**src/rtl/instr_sequencer_if.sv**
```systemverilog
// instr_sequencer_if: sequencer <-> ROM/datapath bundle.
// master = sequencer side, slave = ROM/datapath side.
interface instr_sequencer_if #(
  parameter int ADDR_W  = 5,
  parameter int INSTR_W = 16
);
  logic               run;
  logic [ADDR_W-1:0]  imem_addr;
  logic [INSTR_W-1:0] imem_ins;
  logic               cmp_eq;
  logic [3:0]         rf_rd_a;
  logic [3:0]         rf_rd_b;
  logic [3:0]         rf_wr_addr;
  logic               rf_wr_en;
  logic               wb_sel;
  logic [1:0]         alu_op;
  logic [3:0]         mm_addr;
  logic               mm_rd_en;
  logic               mm_wr_en;
  logic               busy;
  logic               illegal;

  modport master (
    input  run, imem_ins, cmp_eq,
    output imem_addr, rf_rd_a, rf_rd_b,
    output rf_wr_addr, rf_wr_en, wb_sel,
    output alu_op, mm_addr, mm_rd_en,
    output mm_wr_en, busy, illegal
  );

  modport slave (
    output run, imem_ins, cmp_eq,
    input  imem_addr, rf_rd_a, rf_rd_b,
    input  rf_wr_addr, rf_wr_en, wb_sel,
    input  alu_op, mm_addr, mm_rd_en,
    input  mm_wr_en, busy, illegal
  );
endinterface

```
**src/rtl/instr_sequencer.sv**
```systemverilog
// instr_sequencer: multi-cycle fetch/decode/execute controller.
// Ports: clk, rst_n (async low), bus (instr_sequencer_if.master).
module instr_sequencer #(
  parameter int ADDR_W     = 5,
  parameter int INSTR_W    = 16,
  parameter int START_ADDR = 0
) (
  input logic                clk,
  input logic                rst_n,
  instr_sequencer_if.master  bus
);

  typedef enum logic [2:0] {
    S_IDLE,
    S_FETCH,
    S_DECODE,
    S_EXEC,
    S_MEM,
    S_WB
  } state_t;

  state_t             r_state;
  state_t             w_state_nxt;
  logic [ADDR_W-1:0]  r_pc;
  logic [ADDR_W-1:0]  w_pc_nxt;
  logic [INSTR_W-1:0] r_ir;
  logic [INSTR_W-1:0] w_ir_nxt;

  logic [3:0]         w_op;
  logic               w_is_alu;
  logic               w_is_ld;
  logic               w_is_st;
  logic               w_is_bne;
  logic               w_is_jmp;
  logic               w_is_nop;
  logic [1:0]         w_alu_op;
  logic [ADDR_W-1:0]  w_pc_inc;
  logic [ADDR_W-1:0]  w_off;
  state_t             w_bnd;

  assign w_op     = r_ir[15:12];
  assign w_is_alu = (w_op == 4'b0010) ||
                    (w_op == 4'b0110) ||
                    (w_op == 4'b0111);
  assign w_is_ld  = (w_op == 4'b1000);
  assign w_is_st  = (w_op == 4'b1010);
  assign w_is_bne = (w_op == 4'b1110);
  assign w_is_jmp = (w_op == 4'b1111);
  assign w_is_nop = (w_op == 4'b0000);

  always_comb begin
    w_alu_op = 2'b00;
    unique case (1'b1)
      (w_op == 4'b0110): w_alu_op = 2'b01;
      (w_op == 4'b0111): w_alu_op = 2'b10;
      default:           w_alu_op = 2'b00;
    endcase
  end

  // PC arithmetic wraps at the address width.
  assign w_pc_inc = r_pc + ADDR_W'(1);
  assign w_off    = {{(ADDR_W-4){r_ir[3]}}, r_ir[3:0]};
  // run is looked at only when an instruction retires.
  assign w_bnd    = bus.run ? S_FETCH : S_IDLE;

  always_ff @(posedge clk or negedge rst_n) begin
    if (!rst_n) begin
      r_state <= S_IDLE;
      r_pc    <= ADDR_W'(START_ADDR);
      r_ir    <= '0;
    end else begin
      r_state <= w_state_nxt;
      r_pc    <= w_pc_nxt;
      r_ir    <= w_ir_nxt;
    end
  end

  assign bus.imem_addr = r_pc;
  assign bus.busy      = (r_state != S_IDLE);

  always_comb begin
    w_state_nxt    = r_state;
    w_pc_nxt       = r_pc;
    w_ir_nxt       = r_ir;
    bus.rf_rd_a    = 4'd0;
    bus.rf_rd_b    = 4'd0;
    bus.rf_wr_addr = 4'd0;
    bus.rf_wr_en   = 1'b0;
    bus.wb_sel     = 1'b0;
    bus.alu_op     = 2'b00;
    bus.mm_addr    = 4'd0;
    bus.mm_rd_en   = 1'b0;
    bus.mm_wr_en   = 1'b0;
    bus.illegal    = 1'b0;
    unique case (r_state)
      S_IDLE: begin
        if (bus.run) w_state_nxt = S_FETCH;
      end
      S_FETCH: begin
        w_ir_nxt    = bus.imem_ins;
        w_state_nxt = S_DECODE;
      end
      S_DECODE: begin
        bus.rf_rd_a = r_ir[11:8];
        bus.rf_rd_b = r_ir[7:4];
        bus.alu_op  = w_alu_op;
        w_state_nxt = S_EXEC;
      end
      S_EXEC: begin
        bus.rf_rd_a = r_ir[11:8];
        bus.rf_rd_b = r_ir[7:4];
        bus.alu_op  = w_alu_op;
        unique case (1'b1)
          w_is_alu: begin
            w_pc_nxt    = w_pc_inc;
            w_state_nxt = S_WB;
          end
          w_is_ld: begin
            bus.mm_addr  = r_ir[3:0];
            bus.mm_rd_en = 1'b1;
            w_pc_nxt     = w_pc_inc;
            w_state_nxt  = S_MEM;
          end
          w_is_st: begin
            bus.mm_addr  = r_ir[3:0];
            bus.mm_wr_en = 1'b1;
            w_pc_nxt     = w_pc_inc;
            w_state_nxt  = S_MEM;
          end
          w_is_bne: begin
            w_pc_nxt    = bus.cmp_eq ? w_pc_inc
                                     : w_pc_inc + w_off;
            w_state_nxt = w_bnd;
          end
          w_is_jmp: begin
            w_pc_nxt    = r_ir[ADDR_W-1:0];
            w_state_nxt = w_bnd;
          end
          default: begin
            // Undefined opcodes retire as NOP.
            bus.illegal = !w_is_nop;
            w_pc_nxt    = w_pc_inc;
            w_state_nxt = w_bnd;
          end
        endcase
      end
      S_MEM: begin
        bus.rf_rd_a = r_ir[11:8];
        bus.rf_rd_b = r_ir[7:4];
        if (w_is_ld) begin
          bus.mm_addr = r_ir[3:0];
          w_state_nxt = S_WB;
        end else begin
          w_state_nxt = w_bnd;
        end
      end
      S_WB: begin
        bus.rf_rd_a  = r_ir[11:8];
        bus.rf_rd_b  = r_ir[7:4];
        bus.alu_op   = w_alu_op;
        bus.rf_wr_en = 1'b1;
        if (w_is_ld) begin
          bus.rf_wr_addr = r_ir[7:4];
          bus.wb_sel     = 1'b1;
        end else begin
          bus.rf_wr_addr = r_ir[3:0];
        end
        w_state_nxt = w_bnd;
      end
      default: begin
        w_state_nxt = S_IDLE;
      end
    endcase
  end

endmodule

```
**src/flat_wrapper.sv**
```systemverilog
// flat-port wrapper written by rule: the top's interface ports become plain ports
module instr_sequencer_flat 
#(
  parameter int ADDR_W     = 5,
  parameter int INSTR_W    = 16,
  parameter int START_ADDR = 0
)
  (clk, rst_n, bus_run, bus_imem_ins, bus_cmp_eq, bus_imem_addr, bus_rf_rd_a, bus_rf_rd_b, bus_rf_wr_addr, bus_rf_wr_en, bus_wb_sel, bus_alu_op, bus_mm_addr, bus_mm_rd_en, bus_mm_wr_en, bus_busy, bus_illegal);
  instr_sequencer_if #(.ADDR_W(ADDR_W), .INSTR_W(INSTR_W)) bus_i ();
  input logic clk;
  input logic rst_n;
  input wire logic [$bits(bus_i.run)-1:0] bus_run;
  input wire logic [$bits(bus_i.imem_ins)-1:0] bus_imem_ins;
  input wire logic [$bits(bus_i.cmp_eq)-1:0] bus_cmp_eq;
  output wire logic [$bits(bus_i.imem_addr)-1:0] bus_imem_addr;
  output wire logic [$bits(bus_i.rf_rd_a)-1:0] bus_rf_rd_a;
  output wire logic [$bits(bus_i.rf_rd_b)-1:0] bus_rf_rd_b;
  output wire logic [$bits(bus_i.rf_wr_addr)-1:0] bus_rf_wr_addr;
  output wire logic [$bits(bus_i.rf_wr_en)-1:0] bus_rf_wr_en;
  output wire logic [$bits(bus_i.wb_sel)-1:0] bus_wb_sel;
  output wire logic [$bits(bus_i.alu_op)-1:0] bus_alu_op;
  output wire logic [$bits(bus_i.mm_addr)-1:0] bus_mm_addr;
  output wire logic [$bits(bus_i.mm_rd_en)-1:0] bus_mm_rd_en;
  output wire logic [$bits(bus_i.mm_wr_en)-1:0] bus_mm_wr_en;
  output wire logic [$bits(bus_i.busy)-1:0] bus_busy;
  output wire logic [$bits(bus_i.illegal)-1:0] bus_illegal;
  assign bus_i.run = bus_run;
  assign bus_i.imem_ins = bus_imem_ins;
  assign bus_i.cmp_eq = bus_cmp_eq;
  assign bus_imem_addr = bus_i.imem_addr;
  assign bus_rf_rd_a = bus_i.rf_rd_a;
  assign bus_rf_rd_b = bus_i.rf_rd_b;
  assign bus_rf_wr_addr = bus_i.rf_wr_addr;
  assign bus_rf_wr_en = bus_i.rf_wr_en;
  assign bus_wb_sel = bus_i.wb_sel;
  assign bus_alu_op = bus_i.alu_op;
  assign bus_mm_addr = bus_i.mm_addr;
  assign bus_mm_rd_en = bus_i.mm_rd_en;
  assign bus_mm_wr_en = bus_i.mm_wr_en;
  assign bus_busy = bus_i.busy;
  assign bus_illegal = bus_i.illegal;
  instr_sequencer #(.ADDR_W(ADDR_W), .INSTR_W(INSTR_W), .START_ADDR(START_ADDR)) u_core (.clk(clk), .rst_n(rst_n), .bus(bus_i));
endmodule
```
**config.mk**
```make
export PLATFORM = sky130hd
export DESIGN_NAME = instr_sequencer_flat
export DESIGN_NICKNAME = d
export VERILOG_FILES = /design/src/rtl/instr_sequencer_if.sv /design/src/rtl/instr_sequencer.sv /design/src/flat_wrapper.sv
export SDC_FILE = /design/constraint.sdc
export NUM_CORES = 1
export LEC_CHECK = 0
export CAP_MARGIN = 0
export CORE_AREA = 3 3 56 58
export CTS_CLUSTER_DIAMETER = 80
export DETAILED_ROUTE_END_ITERATION = 6
export DIE_AREA = 0 0 59 61
export DONT_BUFFER_PORTS = 1
export PLACE_DENSITY = 0.84
export SYNTH_ARGS = -nofsm -noshare
export SYNTH_HDL_FRONTEND = slang
export SYNTH_SLANG_ARGS = --single-unit
```
**constraint.sdc**
```tcl
create_clock -name clk -period 2.95 [get_ports clk]
set_input_delay 0.7375 -clock clk [delete_from_list [all_inputs] [get_ports clk]]
set_output_delay 0.7375 -clock clk [all_outputs]
set_load 0.05 [all_outputs]
```
== Word level (Yosys, flattened, before mapping) ==
Index checks and enable logic that the tools add are counted.

* Add/sub/neg operators: 2
* Equal/unequal tests: 13
* Multiplexer cells: 24
* Reduce and logical (&&, ||, !) cells: 10

{| class="wikitable"
|+ Operator list
! cell !! count
|-
| $mux 4 || 6
|-
| $pmux 3 s6 || 1
|-
| $eq 4x4->1 const B || 4
|-
| $pmux 5 s2 || 1
|-
| $mux 1 || 9
|-
| $eq 4x3->1 const B || 2
|-
| $pmux 4 s2 || 1
|-
| $eq 3x2->1 const B || 2
|-
| $eq 3x3->1 const B || 2
|-
| $mux 3 || 2
|-
| $pmux 3 s2 || 1
|-
| $add 5x1->5 const B || 1
|-
| $add 5x5->5 || 1
|-
| $mux 5 || 1
|-
| $reduce_or 5->1 || 1
|-
| $eq 4x2->1 const B || 1
|-
| $logic_not 4->1 || 1
|-
| $pmux 2 s2 || 1
|-
| $reduce_or 4->1 || 1
|-
| $eq 3x1->1 const B || 1
|-
| $logic_not 3->1 || 1
|-
| $reduce_bool 3->1 || 1
|-
| $reduce_or 3->1 || 1
|-
| $logic_or 1x1->1 || 2
|-
| 4 further kinds || 4
|}

* Flip-flop bits (word level): 24
* Input bits: 20
* Output and inout bits: 29
* Word-level logic and storage cells: 52

== Longest topological paths before layout ==
Gate-level depths: netlist (run 1).

* Depth in word-level cells: 6
* Mapped depth: 7

== Least setup slack after synthesis (run 1) ==
Ideal clock, no wire load.

* Path type: flip-flop to output port
* From: reg u_core.r_ir[14]
* To: out bus_mm_rd_en
* Data arrival time: 2032 ps
* Data required time: 2213 ps
* Setup slack: 180 ps
* Cell stages (with the launch flop): 5
* Path buffers: 2
* Cell sequence: dfrtp_1 buf_2 or3b_1 buf_6 nor3_1

* Longest elaborated chain between the ends: 3

{| class="wikitable"
|+ RTL lines
! element !! RTL line !! RTL
|-
| start, declared || instr_sequencer.sv:26 || <nowiki>logic [INSTR_W-1:0] r_ir;</nowiki>
|-
| start signal, assigned || instr_sequencer.sv:74 || <nowiki>r_ir <= w_ir_nxt;</nowiki>
|-
| $eq 4x4->1 || instr_sequencer.sv:45 || <nowiki>assign w_is_ld = (w_op == 4'b1000);</nowiki>
|-
| $mux 1 || instr_sequencer.sv:113 || <nowiki>unique case (1'b1)</nowiki>
|-
| $mux 1 || instr_sequencer.sv:95 || <nowiki>unique case (r_state)</nowiki>
|-
| end, declared || flat_wrapper.sv:23 || <nowiki>output wire logic [$bits(bus_i.mm_rd_en)-1:0] bus_mm_rd_en;</nowiki>
|}

No other way between the ends.

== Worst setup path after layout (run 1) ==
* From: reg u_core.r_state[1]
* To: out bus_mm_addr[0]

* Longest elaborated chain between the ends: 2
* Elaborated cells between the ends (all ways): 3
* Classes of those cells: 2 x eq/ne; 1 x mux

{| class="wikitable"
|+ RTL lines
! element !! RTL line !! RTL
|-
| start, declared || instr_sequencer.sv:22 || <nowiki>state_t r_state;</nowiki>
|-
| start signal, assigned || instr_sequencer.sv:72 || <nowiki>r_state <= w_state_nxt;</nowiki>
|-
| $eq 3x3->1 or $eq 3x2->1 (tied branches) || instr_sequencer.sv:95 ||
|-
| $pmux 4 s2 (*) || instr_sequencer.sv:95 ||
|-
| end, declared || flat_wrapper.sv:22 || <nowiki>output wire logic [$bits(bus_i.mm_addr)-1:0] bus_mm_addr;</nowiki>
|}

Mark *: on every way between the ends. The rest lies on a longest branch, timed or not.

==> qor.csv, run 1 <==
stage,metric,value,unit
outcome,outcome,"finished, final reports clean",
worst_setup_path,"Buf+Inv Stages, Crit Path",0,
clock_network,Post-CTS Setup Inserts,0,
worst_setup_path,r2r startpoint,u_core.bus.imem_addr[0],
logic_synthesis,Synth Register Bits,24,
floorplan,I/O pins,49,
logic_synthesis,Syn. warnings,0,
logic_synthesis,cell count after synthesis,181,
worst_setup_path,CP Capture Type,output pin,
run,MaxCap Viol Count,0,
layout,Finished Core Util,0.669,
timing,RSZ-0062 raised after global routing,false,
routing,DR iter-0 viols,87,
clock_network,Clock Tree Root,clkbuf_4,
routing,via count,1487,
logic_synthesis,syn_nets,207,
routing,Detailed Routing Iterations Pass 1,4,
clock_network,CTS tree,built,
place,IO buf count,0,
timing,"Min Clock Period, post-route",2.80,ns
worst_setup_path,critical-path cell list,and3b_1 -> a31oi_1 -> nor2_1 -> and2_1,
worst_setup_path,Worst setup SP type,flip-flop,
logic_synthesis,Mapped Avg Cell Area,9.37,um2
logic_synthesis,"Distinct cells, synth",47,
logic_synthesis,"EDFF count, synth",0,
grt,global-route wire length before repair,6550,um
timing,Fmax achieved,357,MHz
timing,Worst Slack Setup Final,0.149,ns
timing,relative slew slack,0.598,
clock_network,CTS sink cnt,24,
timing,Clock Skews,0.00618,ns
logic_synthesis,Mapped Area,1700,um2
grt,vias in the first global route,1387,
min_path,Worst Hold Class,in2async,
worst_setup_path,"delay-heaviest family, CP",simple AND/OR/NAND/NOR gates,
grt,GRT Util Overall,0.243,
floorplan,core area,2710,um2
logic_synthesis,ys flop type,dfrtp_1,
clock_network,Worst-path clk slew,0.14,ns
place,dpl ws,0.463,ns
clock_network,Hold Buf Count CTS,0,
floorplan,initial core utilization,0.626,
routing,drt via density,6.82,
clock_network,Num CTS Buffers,3,
clock_network,Clock Latency Late Sink,0.32,ns
worst_setup_path,R2R cell count,7,
logic_synthesis,async set-reset flop share out of synthesis,1.00,
routing,Total Wirelength,4170,um
timing,final setup TNS,0,ns
layout,FF+latch area,601,um2
timing,final hold vios,0,
layout,diode count,0,
worst_setup_path,"Req. time, crit path",2.21,ns
place,Post-DP HPWL,3140,um
clock_network,H-tree Lvls,1,
grt,initial antenna violation count,0,
timing,period utilisation layout,0.949,
grt,pin count of the biggest net entering global routing,25,
floorplan,Die ar.,3600,um2
floorplan,FP Rows,19,
layout,area grow syn2layout,6.94,%
timing,worst slew pin tran,0.588,ns
clock_network,post_cts resized,0,
routing,wire length per cell,19.1,um
worst_setup_path,cell at the slowest stage of the critical path,dfrtp_1,
routing,DRT antenna net count,0,
floorplan,Die X,59,um
grt,GRT overflow,0,
logic_synthesis,"Seq/Total Area, Yosys",0.354,
worst_setup_path,"Max FO, Critical Path",11,
layout,Multi-input gate area,1000,um2
timing,fin. max-slew vios,0,
layout,Final nets,214,
clock_network,clk buf depth,2,
worst_setup_path,CP max stage delay,0.60,ns
layout,FILL cells,215,
timing,final setup violation count,0,
worst_setup_path,Setup CP Type,reg2out,
worst_setup_path,r2r endpoint,u_core.bus.imem_addr[4],
place,RePlAce Congestion,0.848,
layout,layout cell share with drive strength beyond 1,0.219,
floorplan,die height,61,um
routing,DRC,0,
timing,worst hold slack,0.0834,ns
worst_setup_path,CP arrival,2.06,ns
worst_setup_path,reg2reg setup slack,0.35,ns
[cells in the mapped netlist (2+ instances only)]
| cell type | instances | area share |
|---|---|---|
| dfrtp_1 | 24 | 0.35 |
| nor2_1 | 15 | 0.033 |
| mux2_2 | 14 | 0.093 |
| and2_1 | 12 | 0.044 |
| nand2_1 | 11 | 0.024 |
| a21oi_1 | 7 | 0.021 |
| buf_2 | 7 | 0.021 |
| nand3_1 | 7 | 0.021 |
| o21ai_0 | 7 | 0.021 |
| inv_1 | 6 | 0.013 |
| mux2i_1 | 6 | 0.035 |
| ha_1 | 5 | 0.037 |
| nor3_1 | 5 | 0.015 |
| a31oi_1 | 4 | 0.015 |
| nor3b_1 | 4 | 0.018 |
| o22ai_1 | 3 | 0.011 |
| xor2_1 | 3 | 0.016 |
| a2111oi_0 | 2 | 0.010 |
| a211oi_1 | 2 | 0.0089 |
| a21o_1 | 2 | 0.0089 |
| buf_4 | 2 | 0.0089 |
| buf_6 | 2 | 0.013 |
| clkbuf_1 | 2 | 0.0044 |
| nand2b_1 | 2 | 0.0074 |
| nand3b_1 | 2 | 0.0089 |
| o31ai_1 | 2 | 0.0089 |
| or3_1 | 2 | 0.0074 |
| xnor2_1 | 2 | 0.010 |
[logic make-up after synthesis]
family | Yosys count | share of synthesized area
AO/OA/AOI/OAI | 36 | 0.148
XOR/XNOR | 5 | 0.0258
adder cells (fa/ha/maj) | 6 | 0.0487
buffers and inverters | 19 | 0.0605
flip-flops | 24 | 0.354
multiplexers | 20 | 0.128
AND/OR/NAND/NOR | 71 | 0.235
[sequential cells by signal, indices dropped and copies added (netlist names)]
register,count
u_core.bus.imem_addr,5
u_core.r_state,3
u_core.r_ir,16
[worst register-to-register path, stage by stage (launching register included)]
cell       delay (ns)
dfrtp_1          0.49
ha_1             0.28
xor2_1           0.31
ha_1             0.34
a21o_1           0.20
a2111oi_0        0.57
a2111o_1         0.19
o211ai_1         0.08
[area by class of cell]
type,instances,area share
Clock buffer,4,0.0200
Multi-Input combinational cell,138,0.553
Tap cell,31,0.0214
Timing Repair Buffer,15,0.0621
Sequential cell,24,0.331
Inverter,6,0.0124
[through the flow]
stage | area [um2] | std cells
after floorplan | 1700 | 181
after global placement | 1780 | 214
after detailed placement | 1780 | 214
after CTS | 1810 | 218
after global routing | 1810 | 218
final | 1810 | 218
[cell usage in the layout (no fill, tap or decap), drive strengths merged, types with 3 or more instances in the layout]
cell / instances
mux2i: 6
nand2: 11
nor3: 5
nor2: 16
mux2: 14
buf: 15
a31oi: 4
o31ai: 3
nor3b: 4
inv: 6
o22ai: 3
a21oi: 7
nand3: 7
and2: 12
xor2: 3
dfrtp: 24
ha: 5
clkbuf: 4
o21ai: 7
[per-layer routing]
metal / track usage / vias to the layer above / wire length, um / part of all wire
li1: - / 664 / - / -
met4: 0.133 / 0 / 201 / 0.048
met1: 0.284 / 694 / 1590 / 0.38
met3: 0.0660 / 30 / 395 / 0.095
met5: 0 / - / 0 / 0
met2: 0.405 / 99 / 1980 / 0.47
[how the worst max path moves through the flow]
stage / from / end / slack (ns) / cells after the start
final: u_core.r_state[1] / bus_mm_addr[0] / 0.15 / 4
after global routing: u_core.r_state[1] / bus_mm_addr[3] / 0.009 / 4
after CTS: u_core.r_ir[14] / bus_mm_addr[0] / 0.14 / 3
after detailed placement: u_core.bus.imem_addr[0] / u_core.bus.imem_addr[4] / 0.46 / 7
after global placement: u_core.r_ir[14] / bus_mm_addr[3] / 0.54 / 3
after floorplan: u_core.r_ir[14] / bus_mm_rd_en / 0.18 / 4
Power of run 1 is not shown: default switching activity piles up to over one toggle a cycle in this logic, so the estimate is an artifact.
==> run 2, diff against run 1 <==
GPL_ROUTABILITY_DRIVEN = 0   (was unset)
==> results of run 2 <==
Same layout as run 1: the final DEF is identical, and so are final timing and power.
Power of run 2 is left out for the same reason.
==> run 3, diff against run 2 <==
ABC_AREA = 1   (was unset)
CORE_AREA = 3 3 54 56   (was 3 3 56 58)
DIE_AREA = 0 0 57 59   (was 0 0 59 61)
PLACE_DENSITY = 0.83   (was 0.84)
==> run 3 against run 2 <==
Compared with the run above:
- area after synthesis is 9.5% lower
- non-clock buffer count is 11 higher
- fmax increased by 1.9%
- clock skew down 0.0035 ns
- first-iteration DRC count shrank 11%
- critical path depth is 3 higher
- critical endpoint is now bus_rf_wr_addr[0]
- cell count increased by 20%
- wire length shrank 6.3%
- clock-buffer cell count is the same
==> qor.csv, run 3 <==
stage,metric,value,unit,change
timing,Fmax achieved,364,MHz,+1.9%
clock_network,CTS tree,built,,
timing,final setup violation count,0,,unchanged
timing,"Min Clock Period, post-route",2.75,ns,-0.0526 ns
clock_network,Clock Tree Root,clkbuf_4,,
timing,final setup TNS,0,ns,unchanged
routing,Detailed Routing Iterations Pass 1,4,,unchanged
clock_network,Worst-path clk slew,0.13,ns,about the same
logic_synthesis,"EDFF count, synth",0,,unchanged
logic_synthesis,"Distinct cells, synth",26,,-45%
clock_network,Hold Buf Count CTS,0,,unchanged
layout,FILL cells,208,,-3.3%
routing,WL met1,1480,um,-7.0%
worst_setup_path,r2r endpoint,u_core.bus.imem_addr[3],,
grt,initial antenna violation count,0,,unchanged
min_path,Worst Hold Class,in2async,,
layout,layout cell share with drive strength beyond 1,0.198,,-0.0210
timing,period utilisation layout,0.932,,-0.0178
timing,RSZ-0062 raised after global routing,false,,
grt,pin count of the biggest net entering global routing,33,,+32%
grt,GRT Util Overall,0.245,,+0.00264
logic_synthesis,"Seq/Total Area, Yosys",0.392,,+0.0373
routing,DRT antenna net count,0,,unchanged
timing,relative slew slack,0.639,,+0.0407
worst_setup_path,Worst setup SP type,flip-flop,,
routing,DRC,0,,unchanged
clock_network,H-tree Lvls,1,,unchanged
logic_synthesis,ys flop type,dfrtp_1,,
worst_setup_path,"Max FO, Critical Path",9,,-2
worst_setup_path,"Buf+Inv Stages, Crit Path",2,,+2
place,IO buf count,0,,unchanged
grt,vias in the first global route,1504,,+8.4%
layout,Multi-input gate area,788,um2,-21%
outcome,outcome,"finished, final reports clean",,
worst_setup_path,"delay-heaviest family, CP",simple AND/OR/NAND/NOR gates,,
clock_network,clk buf depth,2,,unchanged
worst_setup_path,CP Capture Type,output pin,,
layout,area grow syn2layout,16.6,%,
worst_setup_path,Setup CP Type,reg2out,,
layout,"most common cell after layout, fill and taps aside",nor2_1,,
floorplan,core area,2480,um2,-8.6%
worst_setup_path,CP max stage delay,0.47,ns,-0.13 ns
logic_synthesis,Mapped Area,1530,um2,-9.5%
layout,Final nets,259,,+21%
layout,diode count,0,,unchanged
floorplan,I/O pins,49,,unchanged
logic_synthesis,most common cell in the synthesized netlist,nor2_1,,
layout,FF+latch area,601,um2,unchanged
routing,routed wl met3,316,um,-20%
layout,max reg flops,16,,unchanged
logic_synthesis,Mapped Avg Cell Area,7.48,um2,-20%
routing,wire length per cell,14.9,um,-22%
logic_synthesis,list of most frequent post-synthesis cells,"nor2_1, inv_1, a21oi_1, dfrtp_1, nand2_1",,
worst_setup_path,critical-path cell list,nor2_1 -> nand2_1 -> nor2_4 -> inv_1 -> o21ai_0 -> a21oi_1 -> buf_4,,
clock_network,Num CTS Buffers,3,,unchanged
worst_setup_path,reg2reg setup slack,0.79,ns,+0.44 ns
clock_network,post_cts resized,0,,unchanged
floorplan,initial core utilization,0.619,,-0.00639
timing,worst slew pin tran,0.542,ns,-0.0458 ns
clock_network,Clock Latency Late Sink,0.31,ns,about the same
grt,GRT overflow,0,,unchanged
logic_synthesis,biggest area consumer among synthesized cells,dfrtp_1,,
timing,final hold vios,0,,unchanged
worst_setup_path,"Req. time, crit path",2.21,ns,about the same
logic_synthesis,Synth top area share,0.392,,+0.0373
routing,highest routed layer,met4,,
place,Post-DP HPWL,3030,um,-3.6%
routing,DR iter-0 viols,77,,-11%
logic_synthesis,"top cells by area, synth","dfrtp_1, nor2_1, a21oi_1, inv_1, nand3_1",,
worst_setup_path,CP arrival,2.01,ns,-0.05 ns
layout,most frequent cells in the layout,"nor2_1, inv_1, a21oi_1",,
logic_synthesis,Syn. warnings,0,,unchanged
worst_setup_path,r2r startpoint,u_core.bus.imem_addr[0],,
floorplan,die height,59,um,-3.3%
floorplan,Die X,57,um,-3.4%
grt,global-route wire length before repair,6520,um,-0.43%
routing,routed wl met2,2020,um,+1.9%
logic_synthesis,async set-reset flop share out of synthesis,1.00,,unchanged
clock_network,CTS sink cnt,24,,unchanged
timing,fin. max-slew vios,0,,unchanged
logic_synthesis,syn_nets,231,,+12%
clock_network,Post-CTS Setup Inserts,0,,unchanged
logic_synthesis,cell count after synthesis,205,,+13%
timing,Clock Skews,0.00272,ns,-0.00346 ns
routing,via count,1510,,+1.5%
routing,Total Wirelength,3910,um,-6.3%
layout,"Most flops, register",u_core.r_ir,,
worst_setup_path,R2R cell count,9,,+2
routing,drt via density,5.76,,-16%
worst_setup_path,cell at the slowest stage of the critical path,dfrtp_1,,
floorplan,FP Rows,18,,-1
floorplan,Die ar.,3360,um2,-6.6%
logic_synthesis,Synth Register Bits,24,,unchanged
run,MaxCap Viol Count,0,,unchanged
==> run 3: cell types whose count changed in the layout (fill, tap and decap cells not counted), moves of 8 or more <==
| cell | change |
|---|---|
| a21oi_1 | +20 |
| and2_1 | -12 |
| buf_4 | +11 |
| inv_1 | +24 |
| mux2_2 | -13 |
| nand2_1 | +8 |
| nand3_1 | +9 |
| nor2_1 | +26 |
==> run 3: layer usage <==
layer  GRT usage  vias up
li1            -      722
met1       0.290      698
met2       0.449       78
met3      0.0479       12
met4      0.0795        0
met5           0        -
==> run 3: layout make-up <==
class	instances	area share
clock buffer	4	0.0203
inverter	34	0.0728
multi-input combinational	144	0.441
sequential	24	0.336
tap	30	0.0210
timing repair buffer	26	0.109
==> run 3: logic make-up after synthesis <==
logic type,Yosys count,synth area share
compound gates,44,0.156
xor+xnor,2,0.0114
fa+ha+maj,6,0.0538
buf+inv,37,0.0946
flops,24,0.392
mux,1,0.00734
simple gates,91,0.285
==> run 3: how the worst max path moves through the flow <==
stage               cells after the start  slack (ns)              start           endpoint
finish                                  7        0.20    u_core.r_ir[12]  bus_rf_wr_addr[0]
global route                            7        0.03    u_core.r_ir[12]  bus_rf_wr_addr[0]
CTS                                     7        0.21    u_core.r_ir[12]  bus_rf_wr_addr[0]
detailed placement                      7        0.66    u_core.r_ir[12]  bus_rf_wr_addr[0]
global placement                        7        0.70    u_core.r_ir[12]  bus_rf_wr_addr[0]
floorplan                               6        0.15  u_core.r_state[2]     bus_rf_rd_a[0]
==> run 3: per-stage QoR <==
stage | worst slack [ns] | cell area, um2 | instances | hold slack, ns | util
after floorplan | 0.149 | 1530 | 205 | 0.442 | -
after global placement | 0.698 | 1750 | 258 | 0.443 | 0.707
after detailed placement | 0.663 | 1750 | 258 | 0.443 | 0.707
after CTS | 0.211 | 1790 | 262 | 0.0937 | 0.722
after global routing | 0.0283 | 1790 | 262 | 0.0795 | 0.722
final | 0.202 | 1790 | 262 | 0.101 | 0.722
Power of run 3 is left out for the same reason.
